$ cat config.mk
export PLATFORM = sky130hd
export DESIGN_NAME = cliff_burst_seq
export DESIGN_NICKNAME = d
export VERILOG_FILES = /design/src/rtl/cliff_pkg.sv /design/src/rtl/cliff_rr_arb.sv /design/src/rtl/cliff_burst_seq.sv
export SDC_FILE = /design/constraint.sdc
export NUM_CORES = 1
export LEC_CHECK = 0
export ABC_AREA = 1
export CAP_MARGIN = 30
export CELL_PAD_IN_SITES_DETAIL_PLACEMENT = 1
export CELL_PAD_IN_SITES_GLOBAL_PLACEMENT = 1
export CORE_UTILIZATION = 37
export DETAILED_ROUTE_END_ITERATION = 6
export PLACE_DENSITY = 0.89
export SETUP_SLACK_MARGIN = 0.5
export SLEW_MARGIN = 20
export SYNTH_ARGS = -nofsm -noshare
export SYNTH_HDL_FRONTEND = slang
export SYNTH_SLANG_ARGS = --single-unit
$ cat constraint.sdc
create_clock -name clk -period 2.05 [get_ports clk]
set_clock_uncertainty 0.2 [all_clocks]
set_input_delay 0.615 -clock clk [delete_from_list [all_inputs] [get_ports clk]]
set_output_delay 0.615 -clock clk [all_outputs]
set_load 0.01 [all_outputs]
$ cat src/rtl/cliff_pkg.sv
// cliff_pkg: shared definitions for the cliff burst read sequencer.
//   state_t    : 3-bit binary FSM encoding (IDLE, READ, DLY, DONE, TMO)
//   state_name : 4-character ASCII label of a state, used for the debug
//                statename register in the top.
package cliff_pkg;

  typedef enum logic [2:0] {
    S_IDLE = 3'd0,
    S_READ = 3'd1,
    S_DLY  = 3'd2,
    S_DONE = 3'd3,
    S_TMO  = 3'd4
  } state_t;

  function automatic logic [8*4-1:0] state_name(input state_t s);
    case (s)
      S_IDLE:  return "IDLE";
      S_READ:  return "READ";
      S_DLY:   return "DLY ";
      S_DONE:  return "DONE";
      S_TMO:   return "TMO ";
      default: return "????";
    endcase
  endfunction

endpackage

$ cat src/rtl/cliff_rr_arb.sv
// cliff_rr_arb: round-robin arbiter that owns the rotating priority pointer.
//   clk, rst  : clock, synchronous active-high reset (pointer -> channel 0)
//   req       : per-channel request levels
//   advance   : a grant is being taken this cycle; pointer moves past winner
//   gnt       : one-hot grant (combinational from req and pointer)
//   gnt_idx   : binary index of the granted channel
// Highest priority is the pointer channel, i.e. the one after the last grant.
module cliff_rr_arb
  import cliff_pkg::*;
#(
  parameter  int NUM_CH = 2,
  localparam int IW     = (NUM_CH > 1) ? $clog2(NUM_CH) : 1
) (
  input  logic              clk,
  input  logic              rst,
  input  logic [NUM_CH-1:0] req,
  input  logic              advance,
  output logic [NUM_CH-1:0] gnt,
  output logic [IW-1:0]     gnt_idx
);

  logic [IW-1:0] ptr;
  logic          found;
  int            c;

  // Scan from the pointer upward, wrapping, and take the first requester.
  always_comb begin
    gnt     = '0;
    gnt_idx = '0;
    found   = 1'b0;
    c       = 0;
    for (int i = 0; i < NUM_CH; i++) begin
      c = int'(ptr) + i;
      if (c >= NUM_CH) c = c - NUM_CH;
      if (!found && req[c]) begin
        found   = 1'b1;
        gnt[c]  = 1'b1;
        gnt_idx = IW'(c);
      end
    end
  end

  always_ff @(posedge clk) begin
    if (rst)
      ptr <= '0;
    else if (advance && found)
      ptr <= (gnt_idx == IW'(NUM_CH - 1)) ? '0 : gnt_idx + 1'b1;
  end

endmodule

$ cat src/rtl/cliff_burst_seq.sv
// cliff_burst_seq: round-robin burst read sequencer for a slow strobe target.
//   clk       : rising-edge clock
//   rst       : synchronous reset, active-high
//   go        : per-channel request levels (NUM_CH)
//   ws        : target wait-state, only looked at in DLY
//   rd        : read strobe, high in READ and DLY
//   rs        : one-cycle read-done pulse (DONE)
//   err       : one-cycle timeout pulse (TMO)
//   busy      : high in every state except IDLE
//   ch_sel    : granted channel, captured at grant
//   beat_cnt  : current beat index within the burst
// All outputs are registers loaded from the next-state decision, so they
// change on the same edge as the state and no input reaches an output
// combinationally.
module cliff_burst_seq
  import cliff_pkg::*;
#(
  parameter  int NUM_CH    = 2,
  parameter  int BURST_LEN = 4,
  parameter  int WS_MAX    = 3,
  localparam int IW        = (NUM_CH > 1)    ? $clog2(NUM_CH)    : 1,
  localparam int BW        = (BURST_LEN > 1) ? $clog2(BURST_LEN) : 1
) (
  input  logic              clk,
  input  logic              rst,
  input  logic [NUM_CH-1:0] go,
  input  logic              ws,
  output logic              rd,
  output logic              rs,
  output logic              err,
  output logic              busy,
  output logic [IW-1:0]     ch_sel,
  output logic [BW-1:0]     beat_cnt
);

  localparam int            WW        = (WS_MAX > 1) ? $clog2(WS_MAX) : 1;
  localparam logic [BW-1:0] BEAT_LAST = BW'(BURST_LEN - 1);
  localparam logic [WW-1:0] WAIT_LAST = WW'(WS_MAX - 1);

  state_t              state;
  logic   [WW-1:0]     wait_cnt;
  logic   [NUM_CH-1:0] gnt;
  logic   [IW-1:0]     gnt_idx;
  logic                gnt_vld;
  logic                take;

  // Debug label of the current state for waveform viewing.
  logic   [8*4-1:0]    statename;
  assign statename = state_name(state);

  assign gnt_vld = |gnt;
  assign take    = (state == S_IDLE) && gnt_vld;

  cliff_rr_arb #(.NUM_CH(NUM_CH)) u_arb (
    .clk     (clk),
    .rst     (rst),
    .req     (go),
    .advance (take),
    .gnt     (gnt),
    .gnt_idx (gnt_idx)
  );

  always_ff @(posedge clk) begin
    if (rst) begin
      state    <= S_IDLE;
      rd       <= 1'b0;
      rs       <= 1'b0;
      err      <= 1'b0;
      busy     <= 1'b0;
      ch_sel   <= '0;
      beat_cnt <= '0;
      wait_cnt <= '0;
    end else begin
      // Strobes are single-cycle; only DLY exits raise them.
      rs  <= 1'b0;
      err <= 1'b0;
      case (state)
        S_IDLE: begin
          if (take) begin
            state    <= S_READ;
            rd       <= 1'b1;
            busy     <= 1'b1;
            ch_sel   <= gnt_idx;
            beat_cnt <= '0;
            wait_cnt <= '0;
          end
        end
        S_READ: state <= S_DLY;
        S_DLY: begin
          if (ws) begin
            if (wait_cnt == WAIT_LAST) begin
              state <= S_TMO;
              rd    <= 1'b0;
              err   <= 1'b1;
            end else begin
              state    <= S_READ;
              wait_cnt <= wait_cnt + 1'b1;
            end
          end else if (beat_cnt == BEAT_LAST) begin
            state <= S_DONE;
            rd    <= 1'b0;
            rs    <= 1'b1;
          end else begin
            state    <= S_READ;
            beat_cnt <= beat_cnt + 1'b1;
            wait_cnt <= '0;
          end
        end
        S_DONE, S_TMO: begin
          state <= S_IDLE;
          rd    <= 1'b0;
          busy  <= 1'b0;
        end
        default: begin
          state <= S_IDLE;
          rd    <= 1'b0;
          busy  <= 1'b0;
        end
      endcase
    end
  end

endmodule

==> impl_metrics.ini <==
[cts]
cts_num_sinks = 13
root_buffer = clkbuf_4
clockBufferDepth = 2
clkSlewWorstSetupHoldPaths_ns = 0.09
cts_buffers = 3
htreeDepth = 1
clock_latency_ns = 0.28
cts_tree = done

[floorplan]
dieArea_um2 = 1860
core_area_um2 = 1540
placementRows = 14
boundaryPins = 12
start_util = 0.407
die_width_um = 43.2
die_h_um = 43.2

[layout]
diodes = 0
multiInputGateArea_um2 = 349
fillers = 207
areaGrowthSynthToFinish_pct = 36.7
drive_gt1_frac = 0.374
instances_no_fill = 123
seq_area_um2 = 270
layout_commonest_cell = nand2_1
layout_common_cells = nand2_1, inv_1, nand3_1
fin_util = 0.556
nNetsFinal = 115

[detailed_routing]
drc = 0
postRouteAntennaNets = 0
drt_first_iter_violations = 10
viasPerCell = 5.33
num_vias = 656
dr.pass1.iters = 4
routedWlPerCell_um = 14.7
drt_wl_total_um = 1810

[synth]
yosys.area_share.adder = 0.0399
synth-xor-area-share = 0
syn_nets = 94
synth_simple_gate_area_frac = 0.387
ys_seq_elements = 13
yosys-top-cells-area = dfxtp_1, nand2_1, nand3_1
synth.distinct_cells = 16
synth_top_family_by_area = simple AND/OR/NAND/NOR gates
synth-seq-area-share = 0.415
yosysTopAreaCellShare = 0.415
synthMuxAreaShare = 0
syn_area_per_cell_um2 = 7.21
yosys_warnings = 0
synth_cells = 87
synth_top_cell_by_area = dfxtp_1
synth_compound_area_frac = 0.0798
syn_area_um2 = 627

[grt]
grt_max_degree = 8
antenna_found_initial = 0
grt.overflow.total = 0
grt_pass1_vias = 651
track_usage = 0.210
grt_pass1_wl_um = 2880

[power_and_ir_drop]
p_per_area_nw_per_um2 = 713
vdd_ir_drop_max_v = 0.000360
power_leakage_nw = 0.382
fin_total_pwr_w = 0.000611

[sta]
tns_ns = 0
slew_headroom = 0.829
period_needed_ns = 1.54
post-route-period-util = 0.752
slew_violations = 0
setup_violations = 0
max_freq_mhz = 648
tightestPinTransition_ns = 0.256
finalHoldViolCount = 0
grt_setup_unrepaired = yes

[worst_hold_path]
min_from = busy
min_to = busy
hold_depth = 2
holdCritPathClass = reg2reg

[critical_path]
reg2reg_slack_ns = 0.61
crit_type = reg2out
cp_max_fo = 2
crit_start = rd
cp.required_ns = 1.23
regToRegStartpoint = beat_cnt[0]
path_buf_inv = 1
rr_worst_depth = 8
critPathTopFamily = flip-flops
worst_setup_path_start_kind = flip-flop
cp_slowest_cell = dfxtp_2
end_kind = output port
cpPeakStageDelay_ns = 0.35
cp_data_arrival_time_ns = 0.73
timing.rr.end = beat_cnt[0]
crit_chain = buf_6

[status]
outcome = finished clean

[placed_design]
gp_congestion = 0.757
numPlacedInstances = 116
port_buffers = 11
hpwl_um = 1250

[run]
max_cap_viol_count = 0
[layer usage]
metal  vias to the layer above  wire (µm)  track usage  share of wire
met2                        14        894        0.346           0.50
li1                        323          -            -              -
met1                       313        791        0.249           0.44
met3                         6         79       0.0553          0.044
met5                         -          0            0              0
met4                         0         41        0.103          0.023
[repair_timing]
item | CTS | global route
gates resized for setup | 40 | 18
pin swaps | 2 | 4
hold buffers | 0 | 0
setup endpoints to repair | 15 | 13
setup buffers | 2 | 1
[registers in the layout (all words and copies together), names as in the netlist]
register and flops:
beat_cnt 2, state 3, err 1, rs 1, u_arb.ptr 1, rd 1, busy 1, ch_sel 1
wait_cnt 2
[power by group]
| part | internal [W] | leakage [nW] | switching, W | total, W |
|---|---|---|---|---|
| sequential | 0.000274 | 0.110 | 0.0000170 | 0.000291 |
| clock | 0.0000754 | 0.0150 | 0.0000909 | 0.000166 |
| combinational | 0.0000652 | 0.257 | 0.0000884 | 0.000154 |
[through the flow]
stage	hold WS [ns]	setup WS, ns	area, µm²
CTS	0.267	0.414	810
finish	0.272	0.508	857
floorplan	0.239	0.581	627
detailed placement	0.258	-0.0119	776
global route	0.315	0.482	857
global placement	0.248	0.00954	776
[logic make-up (layout without fill, tap and decap cells)]
logic type,Yosys count,in the layout
AND/OR/NAND/NOR,49,49
adder cells (fa/ha/maj),2,2
buffers and inverters,13,33
AO/OA/AOI/OAI,10,10
flip-flops,13,13
[cells in the mapped netlist]
cell and instances:
nor2_4 2, nor2_2 1, nand3_1 11, dfxtp_1 13, nor3_1 2, nand4_1 2
inv_1 11, nor2_1 9, clkbuf_1 1, ha_1 2, nand3b_1 1, nand2_1 19
nand2_2 1, a21oi_1 10, inv_2 1, nand3_4 1
[worst max path at each step]
| stage | to | slack [ns] | cells past startpoint |
|---|---|---|---|
| floorplan | rd | 0.58 | 6 |
| global placement | rd | 0.01 | 7 |
| detailed placement | rd | -0.01 | 7 |
| CTS | beat_cnt[0] | 0.41 | 1 |
| global route | beat_cnt[0] | 0.48 | 1 |
| finish | rd | 0.51 | 1 |
[area by class of cell]
type / instances / area share
multi-input cells: 61 / 0.407
flip-flops and latches: 13 / 0.315
repair buffers: 17 / 0.171
inverters: 12 / 0.0526
clock buffers: 4 / 0.0307
well taps: 16 / 0.0234
Note: power is estimated with default switching activity, not from simulation.
